--- config.mk ---
export PLATFORM = sky130hd
export DESIGN_NAME = vga_timing_gen
export DESIGN_NICKNAME = d
export VERILOG_FILES = /design/src/rtl/vga_timing_gen.sv
export SDC_FILE = /design/constraint.sdc
export NUM_CORES = 1
export LEC_CHECK = 0
export ABC_AREA = 1
export CAP_MARGIN = 20
export CORE_MARGIN = 3
export CORE_UTILIZATION = 37
export CTS_BUF_LIST = sky130_fd_sc_hd__clkbuf_16
export CTS_CLUSTER_SIZE = 16
export DETAILED_ROUTE_END_ITERATION = 8
export DONT_BUFFER_PORTS = 1
export PLACE_DENSITY = 0.56
export SLEW_MARGIN = 20
export SYNTH_ARGS = -nofsm -noshare
export SYNTH_HDL_FRONTEND = slang
export SYNTH_SLANG_ARGS = --single-unit
--- constraint.sdc ---
create_clock -name clk -period 3.4 [get_ports clk]
set_input_delay 0.34 -clock clk [delete_from_list [all_inputs] [get_ports clk]]
set_output_delay 0.34 -clock clk [all_outputs]
set_load 0.02 [all_outputs]
--- src/rtl/vga_timing_gen.sv ---
// VGA raster timing generator: free-running pixel counters, registered HSync/VSync/output_en,
// and line/frame strobes. Define VGA_LOOKAHEAD_EN to add registered next_hcount/next_vcount/next_active.
module vga_timing_gen #(
  parameter int CNT_W       = 10,
  parameter int H_ACTIVE    = 640,
  parameter int H_FP        = 16,
  parameter int H_SYNC      = 96,
  parameter int H_BP        = 48,
  parameter int V_ACTIVE    = 480,
  parameter int V_FP        = 10,
  parameter int V_SYNC      = 2,
  parameter int V_BP        = 33,
  parameter int H_SYNC_TRIM = 0,
  parameter bit HSYNC_POL   = 1'b0,
  parameter bit VSYNC_POL   = 1'b0
) (
  input  logic             clk,
  input  logic             reset_n,
  input  logic             pix_en,
  output logic [CNT_W-1:0] hcount,
  output logic [CNT_W-1:0] vcount,
  output logic             HSync,
  output logic             VSync,
  output logic             output_en,
  output logic             line_start,
  output logic             frame_start
`ifdef VGA_LOOKAHEAD_EN
  ,
  output logic [CNT_W-1:0] next_hcount,
  output logic [CNT_W-1:0] next_vcount,
  output logic             next_active
`endif
);

  localparam int H_TOTAL  = H_ACTIVE + H_FP + H_SYNC + H_BP;
  localparam int V_TOTAL  = V_ACTIVE + V_FP + V_SYNC + V_BP;
  localparam int HS_START = H_ACTIVE + H_FP;
  localparam int HS_END   = H_ACTIVE + H_FP + H_SYNC - H_SYNC_TRIM;
  localparam int VS_START = V_ACTIVE + V_FP;
  localparam int VS_END   = V_ACTIVE + V_FP + V_SYNC;

  localparam logic [CNT_W-1:0] H_LAST = CNT_W'(H_TOTAL - 1);
  localparam logic [CNT_W-1:0] V_LAST = CNT_W'(V_TOTAL - 1);

  if ((2 ** CNT_W) < H_TOTAL) begin : g_bad_h_width
    $error("vga_timing_gen: CNT_W too narrow for H_TOTAL");
  end
  if ((2 ** CNT_W) < V_TOTAL) begin : g_bad_v_width
    $error("vga_timing_gen: CNT_W too narrow for V_TOTAL");
  end
  if (H_SYNC_TRIM >= H_SYNC) begin : g_bad_trim
    $error("vga_timing_gen: H_SYNC_TRIM must be smaller than H_SYNC");
  end

  function automatic logic [CNT_W-1:0] h_succ(input logic [CNT_W-1:0] h);
    return (h == H_LAST) ? '0 : h + 1'b1;
  endfunction

  function automatic logic [CNT_W-1:0] v_succ(input logic [CNT_W-1:0] h,
                                              input logic [CNT_W-1:0] v);
    if (h != H_LAST) return v;
    return (v == V_LAST) ? '0 : v + 1'b1;
  endfunction

  function automatic logic is_active(input logic [CNT_W-1:0] h, input logic [CNT_W-1:0] v);
    return (int'(h) < H_ACTIVE) && (int'(v) < V_ACTIVE);
  endfunction

  logic [CNT_W-1:0] h_nxt;
  logic [CNT_W-1:0] v_nxt;
  logic             hs_on;
  logic             vs_on;

  // Syncs are decoded from the counts the tick is about to load, so the registered
  // pins line up with hcount/vcount on the same edge.
  always_comb begin
    h_nxt = h_succ(hcount);
    v_nxt = v_succ(hcount, vcount);
    hs_on = (int'(h_nxt) >= HS_START) && (int'(h_nxt) < HS_END);
    vs_on = (int'(v_nxt) >= VS_START) && (int'(v_nxt) < VS_END);
  end

  // NOTE: all state uses non-blocking assignments so every register samples pre-edge values.
  always_ff @(posedge clk) begin
    if (!reset_n) begin
      hcount      <= H_LAST;
      vcount      <= V_LAST;
      HSync       <= ~HSYNC_POL;
      VSync       <= ~VSYNC_POL;
      output_en   <= 1'b0;
      line_start  <= 1'b0;
      frame_start <= 1'b0;
    end else begin
      line_start  <= 1'b0;
      frame_start <= 1'b0;
      if (pix_en) begin
        hcount      <= h_nxt;
        vcount      <= v_nxt;
        HSync       <= hs_on ? HSYNC_POL : ~HSYNC_POL;
        VSync       <= vs_on ? VSYNC_POL : ~VSYNC_POL;
        output_en   <= is_active(h_nxt, v_nxt);
        line_start  <= (h_nxt == '0);
        frame_start <= (h_nxt == '0) && (v_nxt == '0);
      end
    end
  end

`ifdef VGA_LOOKAHEAD_EN
  // Holds the position one tick beyond hcount/vcount; reset values are the first visible pixel.
  always_ff @(posedge clk) begin
    if (!reset_n) begin
      next_hcount <= '0;
      next_vcount <= '0;
      next_active <= 1'b1;
    end else if (pix_en) begin
      next_hcount <= h_succ(h_nxt);
      next_vcount <= v_succ(h_nxt, v_nxt);
      next_active <= is_active(h_succ(h_nxt), v_succ(h_nxt, v_nxt));
    end
  end
`endif

endmodule

## Word level (Yosys, flattened, before mapping)

Index checks and enable logic that the tools add are counted.

| word-level totals | value |
|---|---|
| register bits after elaboration | 25 |
| output and inout bits | 25 |
| logic and storage cells | 32 |

| operators by class | value |
|---|---|
| add/sub/neg operators | 2 |
| order comparisons | 6 |
| equal/unequal tests | 3 |
| mux-type cells | 7 |
| reductions and logical operators | 7 |

Operator list:

| kind | count |
|---|---|
| $mux 10 | 4 |
| $add 10x1->10 const B | 2 |
| $eq 10x10->1 const B | 2 |
| $logic_not 10->1 | 2 |
| $lt 10x10->1 const B | 2 |
| $lt 10x9->1 const B | 2 |
| $ge 10x10->1 const B | 1 |
| $ge 10x9->1 const B | 1 |
| $ne 10x10->1 const B | 1 |
| $logic_and 1x1->1 | 4 |
| $mux 1 | 3 |
| $reduce_and 2->1 | 1 |

## Depth between registers and ports, before layout

| depth | value |
|---|---|
| depth after elaboration | 6 |
| gate-level depth with buffers | 13 |
| depth with buffers taken out | 13 |

## Worst setup path after synthesis

Ideal clock, no wire load.

| timing | value |
|---|---|
| kind | register to register |
| start point | register hcount[0] |
| end point | register VSync |
| setup time | 0.115 ns |
| arrival time | 1.703 ns |
| slack | 1.582 ns |
| cell stages (with the launch flop) | 14 |
| path through | dfxtp_1 ha_1 nand2_2 nor2_4 inv_2 nor2_4 buf_6 nand3_2 nand2_2 nand3_1 nor2_1 nand3b_1 nand2_1 nand2_1 |

| between the ends | value |
|---|---|
| word-level cells in the longest chain between the ends | 6 |
| elaborated cells on any way between the ends | 7 |
| classes of those cells | 2 x order compare; 1 x eq/ne; 3 x mux; 1 x reduce/logical |

Ends and longest elaborated chain:

| item | RTL line | text |
|---|---|---|
| start, declared | 20 | `output logic [CNT_W-1:0] hcount,` |
| start signal, assigned | 97 | `hcount <= h_nxt;` |
| $ne 10x10->1 (*) | 61 | `if (h != H_LAST) return v;` |
| $mux 1 (*) | 61 |  |
| $mux 10 (*) | 62 | `return (v == V_LAST) ? '0 : v + 1'b1;` |
| $ge 10x9->1 / $lt 10x9->1 (equally long branches) | 80 | `vs_on = (int'(v_nxt) >= VS_START) && (int'(v_nxt) < VS_END);` |
| $logic_and 1x1->1 (*) | 80 |  |
| $mux 1 (*) | 100 | `VSync <= vs_on ? VSYNC_POL : ~VSYNC_POL;` |
| end signal, assigned | 89 | `VSync <= ~VSYNC_POL;` |
| end signal, assigned | 100 |  |
| end, declared | 23 | `output logic VSync,` |

Every way passes the cells marked *; elsewhere a longest branch is shown, timed or not.
A chain may end at the register's enable or synchronous reset.

## Final worst setup path

| timing | value |
|---|---|
| start point | register hcount[0] |
| end point | register frame_start |

| between the ends | value |
|---|---|
| word-level cells in the longest chain between the ends | 5 |
| elaborated cells on any way between the ends | 9 |
| classes of those cells | 1 x add/sub; 2 x eq/ne; 3 x mux; 3 x reduce/logical |

Ends and longest elaborated chain:

| item | RTL line | text |
|---|---|---|
| branches (longest 4 deep; another with $add 10x1->10) | - |  |
| $logic_and 1x1->1 (*) | 103 | `frame_start <= (h_nxt == '0) && (v_nxt == '0);` |
| end signal, assigned | 103 |  |
| end, declared | 26 | `output logic frame_start` |

Every way passes the cells marked *.

==> impl_metrics.sql <==
INSERT INTO impl_metrics (metric_group, metric, value, unit) VALUES
('status', 'outcome', 'completed', ''),
('route', 'wirelength', '3980', 'µm'),
('layout', 'nNetsFinal', '258', ''),
('hold_path', 'hold_start', 'reset_n', ''),
('layout', 'drive_gt1_share', '8.76', '%'),
('layout', 'area_delta_synth_final', '6.16', '%'),
('global_route', 'globalRouteOverflowTotal', '0', ''),
('die', 'fp.dieW', '71.9', 'µm'),
('die', 'chipHeight', '71.9', 'µm'),
('sta', 'grt_setup_unrepaired', 'no', ''),
('layout', 'most_used_cells_in_the_layout_excluding_fill_and_tap_cells', '61 x sky130_fd_sc_hd__nand2_1, 30 x sky130_fd_sc_hd__inv_1, 26 x sky130_fd_sc_hd__nor2_1', ''),
('die', 'i_o_pin_total', '28', ''),
('setup_path', 'timing.rr.start', 'hcount[0]', ''),
('synth', 'synth.lib_cells_used.distinct', '27', ''),
('synth', 'synth-warning-count', '0', ''),
('clock_tree', 'cts.hold.buffers_added', '0', ''),
('route', 'routed_via_density', '5.03', ''),
('setup_path', 'kind_of_capture_point_of_the_worst_setup_path', 'flop', ''),
('clock_tree', 'max-clock-path-buffers', '2', ''),
('clock_tree', 'numCtsBuffers', '3', ''),
('setup_path', 'crit_path_start_kind', 'flop', ''),
('place', 'dp_hpwl', '2910', 'µm'),
('sta', 'highest_clock_rate', '425', 'MHz'),
('pwr', 'cellLeakagePower', '0.791', 'nW'),
('sta', 'period_minus_slack', '2.36', 'ns'),
('setup_path', 'regToRegSetupSlack', '1.04', 'ns'),
('pwr', 'power.density', '477', 'mW/mm²'),
('die', 'core_region', '0.00409', 'mm²'),
('die', 'initial_utilization', '39.3', '%'),
('sta', 'timing.clock.skew', '0.00155', 'ns'),
('die', 'row_count', '23', ''),
('setup_path', 'timing_worst_setup_path_type', 'reg2reg', ''),
('layout', 'postLayoutCoreUtil', '41.7', '%'),
('clock_tree', 'cts.root.buffer_cell', 'sky130_fd_sc_hd__clkbuf_16', ''),
('setup_path', 'critical_path_peak_fanout', '12', ''),
('clock_tree', 'clkSlewWorstSetupHoldPaths', '0.07', 'ns'),
('setup_path', 'crit_required', '3.61', 'ns'),
('die', 'full_die_area', '0.00517', 'mm²'),
('global_route', 'grt_pass1_vias', '1430', ''),
('synth', 'synth_cells', '255', ''),
('clock_tree', 'cts_resized', '0', ''),
('place', 'buffer_ports.inserted', '0', ''),
('global_route', 'antenna_found_initial', '0', ''),
('place', 'place_congestion', '0.881', ''),
('hold_path', 'hp-class', 'in2reg', ''),
('global_route', 'grt_start_max_net_pins', '34', ''),
('layout', 'ant_diodes', '0', ''),
('global_route', 'wire_length_of_the_first_global_routing_pass', '6800', 'µm'),
('clock_tree', 'worst_skew_pair.late_latency', '0.26', 'ns'),
('synth', 'synth-seq-area-share', '31.2', '%'),
('route', 'post_drt_wl_per_cell', '13.2', 'µm'),
('sta', 'period_share', '69.3', '%'),
('route', 'vias', '1513', ''),
('sta', 'final-setup-viol-count', '0', ''),
('synth', 'synthTopCellsByArea', 'sky130_fd_sc_hd__dfxtp_1 31%, sky130_fd_sc_hd__nand2_1 14%, sky130_fd_sc_hd__inv_1 7.0%', ''),
('setup_path', 'timing.critical_path.from', 'hcount[0]', ''),
('clock_tree', 'sink_count', '25', ''),
('synth', 'ys_ff_latch', '25', ''),
('synth', 'mappedNetlistNets', '261', ''),
('global_route', 'grt_use_total', '16.7', '%'),
('clock_tree', 'setup_fix_buffers_added_after_clock_tree_synthesis', '0', ''),
('route', 'firstDrtPassIters', '4', ''),
('sta', 'timing.max_slew.rel_slack', '41.8', '%'),
('setup_path', 'arrival', '2.56', 'ns'),
('route', 'drt_first_iter_violations', '91', ''),
('synth', 'syn_area_per_cell', '6.30', 'µm²'),
('route', 'antenna_violating_nets_post_route', '0', ''),
('synth', 'syn-cell-area', '0.00161', 'mm²'),
('sta', 'max_slew.worst_pin.slew', '0.872', 'ns'),
('sta', 'maxSlewViolCount', '0', ''),
('sta', 'setup_tns', '0', 'ns'),
('synth', 'synth_top_area_cell', 'sky130_fd_sc_hd__dfxtp_1', ''),
('synth', 'synth_top_area_share', '31.2', '%'),
('clock_tree', 'clock_tree.htree_level_count', '1', ''),
('route', 'remaining_design_rule_violation_count', '0', ''),
('run', 'drv.max_cap_violation_count', '0', ''),
('sta', 'finalHoldViolations', '0', ''),
('layout', 'mostFrequentLayoutCell', 'sky130_fd_sc_hd__nand2_1', ''),
('pwr', 'peakVddDrop', '344', 'µV'),
('clock_tree', 'cts_tree', 'done', '');
-- critical path: stages (launching register included) --
cell and delay, ns:
sky130_fd_sc_hd__dfxtp_1 0.51, sky130_fd_sc_hd__ha_1 0.24, sky130_fd_sc_hd__nand2_2 0.09, sky130_fd_sc_hd__nor2_4 0.17
sky130_fd_sc_hd__nand4_1 0.49, sky130_fd_sc_hd__nand3_1 0.35, sky130_fd_sc_hd__nand2_1 0.08, sky130_fd_sc_hd__nor2_1 0.14
sky130_fd_sc_hd__nand3_1 0.12, sky130_fd_sc_hd__nor2_2 0.12
-- cell usage after synthesis, drive strengths merged --
library cell,n
a21o,1
nor2,29
clkbuf,5
clkinv,1
nor3,2
nand3b,1
o31ai,2
nand4,6
inv,32
buf,3
dfxtp,25
nand2,71
o21ai,21
ha,3
o21bai,3
o211ai,1
xor2,2
a21oi,23
nand3,24
-- cells by family after synthesis --
kind of cell,synth area share (%)
AO/OA/AOI/OAI,17.2
buffers and inverters,10.6
adder cells (fa/ha/maj),2.34
XOR/XNOR,1.09
AND/OR/NAND/NOR,37.6
flip-flops,31.2
-- stage by stage --
step / cell area (µm²) / hold slack [ns] / setup WS, ns / total power, W / instances
6_report: 1700 / 0.152 / 1.04 / 0.000813 / 301
5_1_grt: 1700 / 0.154 / 0.749 / 0.000860 / 301
4_1_cts: 1700 / 0.146 / 1.02 / 0.000823 / 301
3_5_place_dp: 1620 / 0.424 / 1.06 / 0.000543 / 297
3_3_place_gp: 1620 / 0.421 / 1.11 / 0.000544 / 297
2_1_floorplan: 1610 / 0.416 / 1.58 / 0.000512 / 255
-- where the power goes --
part           leakage, nW  internal, W  switching [W]
sequential           0.207     0.000313      0.0000598
clock               0.0371     0.000160       0.000117
combinational        0.547    0.0000544       0.000108
-- registers in the layout, summed over array words and instances (netlist names) --
name and flops:
VSync 1, vcount 10, frame_start 1, output_en 1, hcount 10, HSync 1
line_start 1
-- routing by layer --
metal  track usage [%]  share of wire, %
met5                 0                 0
met2              26.8                45
met3              4.49               6.7
met4              5.22               1.5
met1              21.8                47
-- final timing paths --
path	end	cells after the start
worst min register to register	output_en	2
worst max-delay path	frame_start	9
worst max register to register	frame_start	9
worst min-delay path	vcount[9]	1
-- cell type report --
class / instances / area (µm²)
inverters: 33 / 124
multi-input cells: 189 / 935
flip-flops and latches: 25 / 500
clock buffers: 3 / 75.1
fillers: 453 / 2380
well taps: 50 / 62.6
clock inverters: 1 / 7.51
No activity file was read; power rests on OpenSTA's default activity.
